`config.mk`:
```
export PLATFORM = sky130hd
export DESIGN_NAME = stream_consumer_flat
export DESIGN_NICKNAME = d
export VERILOG_FILES = /design/src/rtl/stream_consumer_if.sv /design/src/rtl/stream_consumer.sv /design/src/flat_wrapper.sv
export SDC_FILE = /design/constraint.sdc
export NUM_CORES = 1
export LEC_CHECK = 0
export ABC_AREA = 1
export BUFFER_PORTS_ARGS = -buffer_cell sky130_fd_sc_hd__buf_2
export CAP_MARGIN = 5
export CORE_UTILIZATION = 60
export CTS_BUF_LIST = sky130_fd_sc_hd__clkbuf_8
export CTS_CLUSTER_SIZE = 8
export DETAILED_ROUTE_END_ITERATION = 16
export GPL_TIMING_DRIVEN = 0
export PLACE_DENSITY = 0.85
export SYNTH_ARGS = -nofsm -noshare
export SYNTH_HDL_FRONTEND = slang
export SYNTH_SLANG_ARGS = --single-unit
```
`constraint.sdc`:
```
create_clock -name clk -period 5.1 [get_ports clk]
set_input_delay 0.255 -clock clk [delete_from_list [all_inputs] [get_ports clk]]
set_output_delay 0.255 -clock clk [all_outputs]
set_load 0.02 [all_outputs]
```
`src/rtl/stream_consumer_if.sv`:
```
// stb/ack word-stream channel between a producer (master) and stream_consumer (slave).
interface stream_consumer_if #(
  parameter int WIDTH = 32
);
  logic [WIDTH-1:0] input_a;
  logic             input_a_stb;
  logic             input_a_ack;

  modport master (output input_a, output input_a_stb, input input_a_ack);
  modport slave  (input input_a, input input_a_stb, output input_a_ack);
endinterface

```
`src/rtl/stream_consumer.sv`:
```
// stb/ack stream sink: throttles via ack delay, checks an incrementing sequence.
// Define STREAM_CONSUMER_LFSR_STALL_EN to take per-word stall lengths from a 16-bit LFSR.
module stream_consumer #(
  parameter int unsigned     WIDTH        = 32,
  parameter logic [WIDTH-1:0] EXPECT_FIRST = 1,
  parameter int unsigned     EXPECT_COUNT = 10,
  parameter int unsigned     STALL_CYCLES = 0
) (
  input  logic                 clk,
  input  logic                 rst,
  stream_consumer_if.slave     in_a,
  output logic [15:0]          count,
  output logic [WIDTH-1:0]     last_value,
  output logic                 error,
  output logic [15:0]          first_bad,
  output logic                 done
);

  localparam logic [1:0] S_IDLE  = 2'd0;
  localparam logic [1:0] S_STALL = 2'd1;
  localparam logic [1:0] S_ACK   = 2'd2;
  localparam logic [1:0] S_DONE  = 2'd3;

  logic [1:0]       state_q, state_d;
  logic             ack_q, ack_d;
  logic [15:0]      count_q, count_d;
  logic [WIDTH-1:0] last_q, last_d;
  logic             error_q, error_d;
  logic [15:0]      first_bad_q, first_bad_d;
  logic             done_q, done_d;
  logic [15:0]      stall_q, stall_d;
  logic [WIDTH-1:0] expected_q, expected_d;
  logic [15:0]      stall_len;
  logic             xfer;

`ifdef STREAM_CONSUMER_LFSR_STALL_EN
  logic [15:0] lfsr_q, lfsr_d;

  // Fibonacci taps 16,14,13,11, shifting toward the MSB
  always_comb begin
    lfsr_d    = {lfsr_q[14:0], lfsr_q[15] ^ lfsr_q[13] ^ lfsr_q[12] ^ lfsr_q[10]};
    stall_len = {12'd0, lfsr_q[3:0]};
  end

  always_ff @(posedge clk) begin
    if (rst) lfsr_q <= 16'hACE1;
    else     lfsr_q <= lfsr_d;
  end
`else
  always_comb stall_len = 16'(STALL_CYCLES);
`endif

  assign xfer = in_a.input_a_stb && ack_q;

  always_comb begin
    state_d     = state_q;
    ack_d       = 1'b0;
    count_d     = count_q;
    last_d      = last_q;
    error_d     = error_q;
    first_bad_d = first_bad_q;
    done_d      = done_q;
    stall_d     = stall_q;
    expected_d  = expected_q;

    case (state_q)
      S_IDLE: begin
        if (EXPECT_COUNT == 0) begin
          state_d = S_DONE;
          done_d  = 1'b1;
        end else if (in_a.input_a_stb) begin
          if (stall_len == 16'd0) begin
            state_d = S_ACK;
          end else begin
            stall_d = stall_len;
            state_d = S_STALL;
          end
        end
      end
      S_STALL: begin
        stall_d = stall_q - 16'd1;
        if (stall_q <= 16'd1) state_d = S_ACK;
      end
      S_ACK: begin
        ack_d = 1'b1;
        if (xfer) begin
          ack_d      = 1'b0;
          last_d     = in_a.input_a;
          count_d    = (count_q == 16'hFFFF) ? count_q : count_q + 16'd1;
          expected_d = expected_q + WIDTH'(1);
          if (in_a.input_a != expected_q && !error_q) begin
            error_d     = 1'b1;
            first_bad_d = count_q;
          end
          // terminal test uses the pre-saturation count so a full 16-bit count can still finish
          if (32'(count_q) + 32'd1 == EXPECT_COUNT) begin
            state_d = S_DONE;
            done_d  = 1'b1;
          end else begin
            state_d = S_IDLE;
          end
        end
      end
      default: begin
        done_d = 1'b1;
      end
    endcase
  end

  always_ff @(posedge clk) begin
    if (rst) begin
      state_q     <= S_IDLE;
      ack_q       <= 1'b0;
      count_q     <= '0;
      last_q      <= '0;
      error_q     <= 1'b0;
      first_bad_q <= '0;
      done_q      <= 1'b0;
      stall_q     <= '0;
      expected_q  <= EXPECT_FIRST;
    end else begin
      state_q     <= state_d;
      ack_q       <= ack_d;
      count_q     <= count_d;
      last_q      <= last_d;
      error_q     <= error_d;
      first_bad_q <= first_bad_d;
      done_q      <= done_d;
      stall_q     <= stall_d;
      expected_q  <= expected_d;
    end
  end

  assign in_a.input_a_ack = ack_q;
  assign count            = count_q;
  assign last_value       = last_q;
  assign error            = error_q;
  assign first_bad        = first_bad_q;
  assign done             = done_q;

endmodule

```
`src/flat_wrapper.sv`:
```
// flat-port wrapper written by rule: the top's interface ports become plain ports
module stream_consumer_flat 
#(
  parameter int unsigned     WIDTH        = 32,
  parameter logic [WIDTH-1:0] EXPECT_FIRST = 1,
  parameter int unsigned     EXPECT_COUNT = 10,
  parameter int unsigned     STALL_CYCLES = 0
)
  (clk, rst, count, last_value, error, first_bad, done, in_a_input_a, in_a_input_a_stb, in_a_input_a_ack);
  stream_consumer_if #(.WIDTH(WIDTH)) in_a_i ();
  input  logic clk;
  input  logic rst;
  output logic [15:0] count;
  output logic [WIDTH-1:0] last_value;
  output logic error;
  output logic [15:0] first_bad;
  output logic done;
  input wire logic [$bits(in_a_i.input_a)-1:0] in_a_input_a;
  input wire logic [$bits(in_a_i.input_a_stb)-1:0] in_a_input_a_stb;
  output wire logic [$bits(in_a_i.input_a_ack)-1:0] in_a_input_a_ack;
  assign in_a_i.input_a = in_a_input_a;
  assign in_a_i.input_a_stb = in_a_input_a_stb;
  assign in_a_input_a_ack = in_a_i.input_a_ack;
  stream_consumer #(.WIDTH(WIDTH), .EXPECT_FIRST(EXPECT_FIRST), .EXPECT_COUNT(EXPECT_COUNT), .STALL_CYCLES(STALL_CYCLES)) u_core (.clk(clk), .rst(rst), .in_a(in_a_i), .count(count), .last_value(last_value), .error(error), .first_bad(first_bad), .done(done));
endmodule
```
==> results.yml <==
power:
  power_switching_uw: 455.6
  p_total_uw: 1919
  switching_share_pct: 23.75
  seqPwrFrac_pct: 48.5
  p_per_area_mw_per_mm2: 283.0
  clock_power_share_pct: 45.4
  ir_worst_vdd_mv: 0.2560
  internal_power_uw: 1463
  p_leak_uw: 0.002787
  power_frac_comb_pct: 6.1
clocking:
  cts_resized: 0
  cts_sinks: 117
  clk_pin_slew_ps: 70
  clk_latency_ps: 430
  cts_tree: "done"
  numCtsBuffers: 17
  cts_setup_buffers: 0
  h-tree-depth: 4
  postCtsHoldBufs: 0
  clockBufferDepth: 2
  cts-root-buf: "clkbuf_8"
outcome:
  outcome: "finished clean"
drt:
  routed-wl-met2_um: 6913
  drt_iter0_drc: 319
  ant_nets: 0
  routed.top_layer: "met4"
  routed_wl_um: 14690
  drc: 0
  drtPass1Iterations: 5
  viasPerCell: 5.382
  drt-met1-wl_um: 6149
  vias: 5786
  wl_per_cell_um: 13.67
  route.met3.wl_um: 1134
cells_and_area:
  finalNetCount: 974
  layout-area-overhead-vs-synth_pct: 18.55
  final_common_cell: "nand2_1"
  multi_input_area_mm2: 0.002942
  post-route-util_pct: 73.38
  layout_common_cells: "160 x nand2_1, 122 x nor2_1, 117 x dfxtp_1"
  num_antenna_cells: 0
  area.sequential_mm2: 0.002342
  final_layout_size_suffix_gt1_share_pct: 18.39
  n_fill_cell: 793
yosys:
  yosysSeqAreaShare_pct: 40.95
  syn_area_mm2: 0.005719
  synth-seq-cells: 117
  synth_nets: 855
  syn_inst: 815
  syn_avg_cell_area_um2: 7.017
  synth_cell_types: 41
  yosysWarnings: 0
setup_path:
  path_class: "reg -> reg"
  cp_slowest_cell: "dfxtp_1"
  crit_start: "u_core.expected_q[0]$_SDFFE_PP1P_"
  path_max_fanout: 7
  r2r-end: "u_core.expected_q[22]$_SDFFE_PP0P_"
  path_common_cell: "nand3_1"
  critPathLaunchType: "flop"
  crit_required_ps: 5420
  r2r_slack_ps: 2950
  cp.arrival_ps: 2470
  crit_chain: "ha_1 -> nand3_1 -> nor3_4 -> nand3_1 -> nor3_1 -> nand2_1 -> o21ai_0 -> a21oi_1"
  slowest_delay_ps: 500
  cp-end-kind: "flop"
  r2r_cells: 8
  r2r-start: "u_core.expected_q[0]$_SDFFE_PP1P_"
sta:
  fin_setup_tns_ps: 0
  skew_ps: 8.563
  max_freq_mhz: 464.5
  finalCriticalPeriod_ps: 2153
  rsz0062_at_grt: "no"
  worst_slew_pin_slew_ps: 623.3
  min_period_over_period_pct: 42.22
  slew_headroom_pct: 58.45
  slew_violations: 0
  final-hold-violation-count: 0
  setup_viol: 0
die:
  die_x_um: 99.63
  num_io_pins: 102
  coreArea_mm2: 0.009240
  row_count: 35
  die_area_mm2: 0.009926
  start_util_pct: 61.90
  fp.dieH_um: 99.63
min_path:
  hp-class: "in -> reg"
  hp-start: "in_a_input_a[7]"
  hold_end: "u_core.last_value[7]$_SDFFE_PP0P_"
  worstHoldPathCells: 3
placed_design:
  place.gp.congestion: 0.9354
  io_buffers: 100
  dp_hpwl_um: 10660
global_routing:
  grt_usage_pct: 30.70
  grt_pass1_wl_um: 24000
  grt_overflow: 0
  grt_max_degree: 17
  grt_pass1_vias: 5253
  antenna_found_initial: 0
job:
  drv_cap: 0
through the flow:
stage	worst slack, ps	cell area [um^2]	cells	hold slack (ps)
finish	2947	6780	1075	89.31
global route	2755	6780	1075	95.64
CTS	3015	6780	1075	81.16
detailed placement	3058	6381	1044	437.8
global placement	3072	6381	1044	443.4
floorplan	3231	5719	815	402.9
sequential cells by signal, indices dropped and copies added, names as in the netlist:
signal,flops
u_core.expected_q,32
u_core.last_value,32
u_core.count,16
u_core.first_bad,16
u_core.stall_q,16
u_core.state_q,2
u_core.done,1
u_core.error,1
u_core.in_a.input_a_ack,1
synth_stat cells (all sizes together):
library cell | count | area, um^2
ha | 5 | 62.56
nor4 | 8 | 50.05
nand3 | 41 | 235.2
a31oi | 1 | 6.260
nor2 | 128 | 510.5
or2 | 9 | 56.30
nand4 | 13 | 81.33
nand2 | 164 | 625.6
o2111ai | 1 | 8.760
dfxtp | 117 | 2342
nand3b | 1 | 11.26
o211a | 1 | 10.01
o21ai | 68 | 340.3
a22oi | 1 | 7.510
o21ba | 1 | 10.01
xor2 | 10 | 87.58
o21bai | 3 | 22.52
xnor2 | 25 | 219.0
clkbuf | 14 | 52.55
o211ai | 2 | 15.01
buf | 13 | 67.56
inv | 84 | 315.3
o21a | 1 | 7.510
nor3 | 34 | 207.7
nor3b | 4 | 30.03
a221oi | 1 | 8.760
a211oi | 1 | 7.510
a21oi | 64 | 320.3
worst max-delay path, delay by kind of cell, from the launching register on:
kind | cells | cell delay, ps
AND/OR/NAND/NOR | 5 | 1000
flip-flops | 1 | 500
AO/OA/AOI/OAI | 2 | 300
adder cells (fa/ha/maj) | 1 | 240
final cells by class:
class / count / share of cell area [%]
Buffer: 27 / 1.772
Clock buffer: 19 / 3.857
Clock inverter: 12 / 2.030
Inverter: 84 / 4.650
Multi-Input combinational cell: 587 / 43.38
Sequential cell: 117 / 34.55
Tap cell: 129 / 2.381
Timing Repair Buffer: 100 / 7.381
how the worst max path moves through the flow:
stage	to	slack, ps
after detailed placement	u_core.count[3]$_SDFFE_PP0P_	3060
after global placement	u_core.count[10]$_SDFFE_PP0P_	3070
after global routing	u_core.count[3]$_SDFFE_PP0P_	2760
after floorplan	u_core.count[3]$_SDFFE_PP0P_	3230
after CTS	u_core.count[3]$_SDFFE_PP0P_	3010
final	u_core.expected_q[22]$_SDFFE_PP0P_	2950
power groups by stage:
stage	Clock, uW	Combinational, uW	Sequential (uW)
finish	871	117	931
detailed placement	0	115	951
floorplan	0	59.6	961
global placement	0	113	951
global route	907	130	932
CTS	874	116	931
cells by family (layout without fill, tap and decap cells):
group,Yosys count,after routing,synth area share (%)
adders and majority gates,5,5,1.094
and+or+nand+nor,402,402,31.61
xor gates and xnor gates,35,35,5.360
buffers and inverters,111,242,7.613
DFF,117,117,40.95
AOI/OAI and AO/OA,145,145,13.37
metal layers:
metal	GRT usage, %	up-vias
li1	-	2898
met1	37.07	2614
met2	51.66	229
met3	7.379	45
met4	14.37	0
met5	0	-
No activity file was read; power rests on OpenSTA's default activity.
